### src/rtl/muldiv_unit.sv
// muldiv_unit: iterative signed/unsigned multiply and restoring divide, one bit per cycle,
// producing {hi,lo} after a fixed WIDTH+1 edges with a done/div_zero handshake.
module muldiv_unit #(
   parameter int WIDTH = 32
) (
   input  logic             clk,
   input  logic             reset,
   input  logic             start,
   input  logic [1:0]       op,
   input  logic [WIDTH-1:0] a,
   input  logic [WIDTH-1:0] b,
   output logic             busy,
   output logic             done,
   output logic             div_zero,
   output logic [WIDTH-1:0] hi,
   output logic [WIDTH-1:0] lo
);
   localparam int CW = $clog2(WIDTH) + 1;
   localparam logic [CW-1:0] LAST = CW'(WIDTH - 1);
   typedef enum logic [1:0] {IDLE, ITER, FIX} state_t;
   state_t state, state_nx;
   logic [CW-1:0] cnt;
   logic is_div, neg_q, neg_r, sgn_a, sgn_b, dz;
   logic [WIDTH-1:0] mag_b, quo, rem;
   logic [2*WIDTH-1:0] acc, mul_next, div_next;
   logic [WIDTH:0] sum, diff;
   always_comb begin
      sgn_a = ~op[0] & a[WIDTH-1];
      sgn_b = ~op[0] & b[WIDTH-1];
      dz = op[1] & (b == '0);
      // mult: low half holds the remaining multiplier bits; div: {remainder, dividend}
      sum = {1'b0, acc[2*WIDTH-1:WIDTH]} + (acc[0] ? {1'b0, mag_b} : '0);
      mul_next = {sum, acc[WIDTH-1:1]};
      diff = acc[2*WIDTH-1:WIDTH-1] - {1'b0, mag_b};
      div_next = diff[WIDTH] ? {acc[2*WIDTH-2:0], 1'b0} : {diff[WIDTH-1:0], acc[WIDTH-2:0], 1'b1};
      quo = acc[WIDTH-1:0];
      rem = acc[2*WIDTH-1:WIDTH];
   end
   always_ff @(posedge clk or posedge reset) begin
      if (reset) state <= IDLE;
      else state <= state_nx;
   end
   always_comb begin
      state_nx = (state == IDLE) ? ((start && !dz) ? ITER : IDLE) :
                 (state == ITER) ? ((cnt == LAST) ? FIX : ITER) : IDLE;
   end
   always_comb begin
      busy = (state != IDLE);
   end
   always_ff @(posedge clk or posedge reset) begin
      if (reset) begin
         cnt <= '0;
         is_div <= 1'b0;
         neg_q <= 1'b0;
         neg_r <= 1'b0;
         mag_b <= '0;
         acc <= '0;
         hi <= '0;
         lo <= '0;
         done <= 1'b0;
         div_zero <= 1'b0;
      end else begin
         done <= (state == FIX) || (state == IDLE && start && dz);
         div_zero <= state == IDLE && start && dz;
         if (state == IDLE && start) begin
            cnt <= '0;
            is_div <= op[1];
            neg_q <= sgn_a ^ sgn_b;
            neg_r <= sgn_a;
            mag_b <= sgn_b ? -b : b;
            acc <= {{WIDTH{1'b0}}, (sgn_a ? -a : a)};
         end
         if (state == ITER) begin
            cnt <= cnt + 1'b1;
            acc <= is_div ? div_next : mul_next;
         end
         if (state == FIX)
            {hi, lo} <= is_div ? {(neg_r ? -rem : rem), (neg_q ? -quo : quo)} : (neg_q ? -acc : acc);
      end
   end
endmodule

### config.mk
export PLATFORM = sky130hd
export DESIGN_NAME = muldiv_unit
export DESIGN_NICKNAME = d
export VERILOG_FILES = /design/src/rtl/muldiv_unit.sv
export SDC_FILE = /design/constraint.sdc
export NUM_CORES = 1
export LEC_CHECK = 0
export ABC_AREA = 1
export BUFFER_PORTS_ARGS = -buffer_cell sky130_fd_sc_hd__buf_2
export CORE_UTILIZATION = 42
export DETAILED_ROUTE_END_ITERATION = 12
export PLACE_DENSITY = 0.7
export SYNTH_ARGS = -nofsm -noshare
export SYNTH_HDL_FRONTEND = slang
export SYNTH_SLANG_ARGS = --single-unit
### constraint.sdc
create_clock -name clk -period 5.1 [get_ports clk]
set_clock_uncertainty 0.1 [all_clocks]
set_input_delay 0.51 -clock clk [delete_from_list [all_inputs] [get_ports clk]]
set_output_delay 0.51 -clock clk [all_outputs]
set_load 0.1 [all_outputs]
==> run metrics <==
Hold Path End=mag_b[29]$_DFFE_PP0P_; Max Fclk=322 MHz; GRT Resource Usage Total=roughly a third; WS Path Type=register to register; Cell Area, Synth=16500 sq um; max-slew violation count=0; Async SR Flop Fraction=between 90% and 100%; area of the multi-input gates=between 10000 and 15000 sq um; unrepaired setup endpoints after global routing=false; initial drt markers=1615; status=finished clean; synth-to-layout area growth=10.7%; Placer Congestion=roughly 1; # rows=72; CP endpoint kind=register; Starting Density=a little over two fifths; CTS tree=done; Post-DRT Antenna Nets=0; Synth Register Bits=173; Mapped Nets=2894; Post-synth EDFFs=0; Hold Buf Count CTS=1; root buf cell=clkbuf_16; Synth cell types=56; GRT overflow=0; Port Buffers=135; worst reg-to-reg path cell count=16; Reg area=~4300 sq um; most used flip-flop cell after synthesis=dfrtp_1; # IOs=~140; worst hold path class=input pin to register; commonest non-fill, non-tap cells in the layout=nand2_1, inv_1, nor2_1, nand3_1, o21ai_0; Final Hold Vio Count=0; Post-Route Setup TNS=0 ps; Slew headroom=between 20% and 30%; total CTS buffers=17; vias after detailed routing=18422; Post-Syn Area per Cell=5.98 sq um; global routing usage on met1=42.3%; worst hold path cell count=4; initial antenna violation count=6; HP Start=b[29]; critical path peak fanout=32; first-pass detailed-route iteration total=8; dpl cell area=between 15000 and 20000 sq um; largest area contributor in the netlist=dfrtp_1; GR Util met3=around 5.5%; cell count after synthesis=about 2800; first-pass GRT wire length=around 97 mm; layout cells sized above 1=8.85%; flop2flop setup slack=between 1500 and 2000 ps; HPWL Detailed=around 50 mm; Yosys top cell area share=26.3%; Resized Gates After CTS=0; fill count=around 4000; wire per inst=18.8 um; Slew @ Worst Pin=between 1000 and 1500 ps; drt drc=0; chip width=approximately 200 um; clock period minus worst slack=3100 ps; Via-to-Cell Ratio=5.45; crit start category=register; Total Routed Length=between 60 and 70 mm; met2 usage=between 50% and 60%; Setup-failing EPs final=0; commonest non-fill, non-tap cell in the layout=nand2_1; Die ar.=approximately 40000 sq um; register area share after synthesis=26.3%; reg2reg end=acc[61]$_DFFE_PP0P_; Post CTS Setup Buffer Count=0; Core Region=38600 sq um; clock tree sinks=173; Syn. warnings=0; # nets final=2985; DIE HEIGHT=about 200 um; Final period util=60.8%; H-tree Lvls=4; worst skew pair latency=between 400 and 500 ps; pin count of the biggest net entering global routing=~100; vias in the first global route=around 17000; Critical R2R Launch=acc[0]$_DFFE_PP0P_; Max-Cap Viols=0; Top Usage Layer GRT=met2; Reg clk slew, reported paths=about 80 ps; synth top area cells=dfrtp_1, nand2_1, inv_1, nand3_1, nor2_1; final core utilization=a little under half; Clock Path Buffers=2; Final Cell Area=about 18000 sq um; Req. time, crit path=about 5400 ps; Worst EP arrival=between 3000 and 4000 ps
==> cells in the mapped netlist, drive strengths merged, types with 11 or more instances <==
cell type and count:
nor3 31, clkbuf 66, a22oi 11, dfrtp 173, nand4 33, ha 69, nor2 290, xnor2 15
nand3b 18, o21bai 13, o21ai 216, inv 382, nand3 243, xor2 59, buf 17, nand2 924
a21oi 131
==> layout make-up <==
type                       instances  area share [%]
multi-input combinational       2113            56.7
inverter                         385            7.96
sequential                       173            23.8
clock inverter                    13           0.824
clock buffer                      19            2.49
tap                              518            3.56
timing repair buffer             155            4.62
antenna                            3          0.0412
==> critical path, stage by stage, from the launching register on <==
cell     delay [ps]
dfrtp_1         390
buf_4           360
nand2_1          90
inv_1            60
ha_1            160
inv_1            80
fa_1            410
o21ai_1         390
nand2_1         100
nand2_1         170
nand2_1          70
nand3_1         150
nand2_1          90
nand3_1          90
nand3_1          70
nand3_1         100
nand2_1          50
==> flip-flops by register name, indices dropped and copies added (netlist names) <==
register / cells
neg_q: 1
lo: 32
mag_b: 32
is_div: 1
neg_r: 1
cnt: 6
acc: 64
done: 1
state: 2
hi: 32
div_zero: 1
==> logic make-up (layout without fill, tap and decap cells) <==
group                    after synthesis  count (layout)  synth area share [%]
adder cells (fa/ha/maj)               71              71                  5.49
buffers and inverters                468             572                  11.0
XOR/XNOR                              74              74                  3.94
AND/OR/NAND/NOR                     1556            1556                  39.6
AO/OA/AOI/OAI                        412             412                  13.7
other                                  0               3                     0
flip-flops                           173             173                  26.3
==> routing by layer <==
metal | vias to the layer above | wire (um)
li1 | 8983 | -
met1 | 8527 | 27500
met2 | 744 | 28500
met3 | 166 | 4600
met4 | 2 | 2960
met5 | - | 13
==> stage by stage <==
stage / cells / hold slack, ps / worst slack (ps)
after floorplan: 2754 / 371 / 2280
after global placement: 3343 / 357 / 2120
after detailed placement: 3343 / 362 / 2070
after CTS: 3376 / 242 / 2030
after global routing: 3378 / 268 / 1720
final: 3379 / 244 / 2000
==> how the worst max path moves through the flow <==
stage | from | to | slack [ps] | cells after the start
after floorplan | reset | acc[0]$_DFFE_PP0P_ | 2280 | 1
after global placement | acc[0]$_DFFE_PP0P_ | acc[61]$_DFFE_PP0P_ | 2120 | 16
after global routing | acc[0]$_DFFE_PP0P_ | acc[53]$_DFFE_PP0P_ | 1720 | 16
final | acc[0]$_DFFE_PP0P_ | acc[61]$_DFFE_PP0P_ | 2000 | 16
after CTS | acc[0]$_DFFE_PP0P_ | acc[61]$_DFFE_PP0P_ | 2030 | 16
after detailed placement | acc[0]$_DFFE_PP0P_ | acc[61]$_DFFE_PP0P_ | 2070 | 16
Power is not shown: default switching activity piles up to over one toggle a cycle in this logic, so the estimate is an artifact.
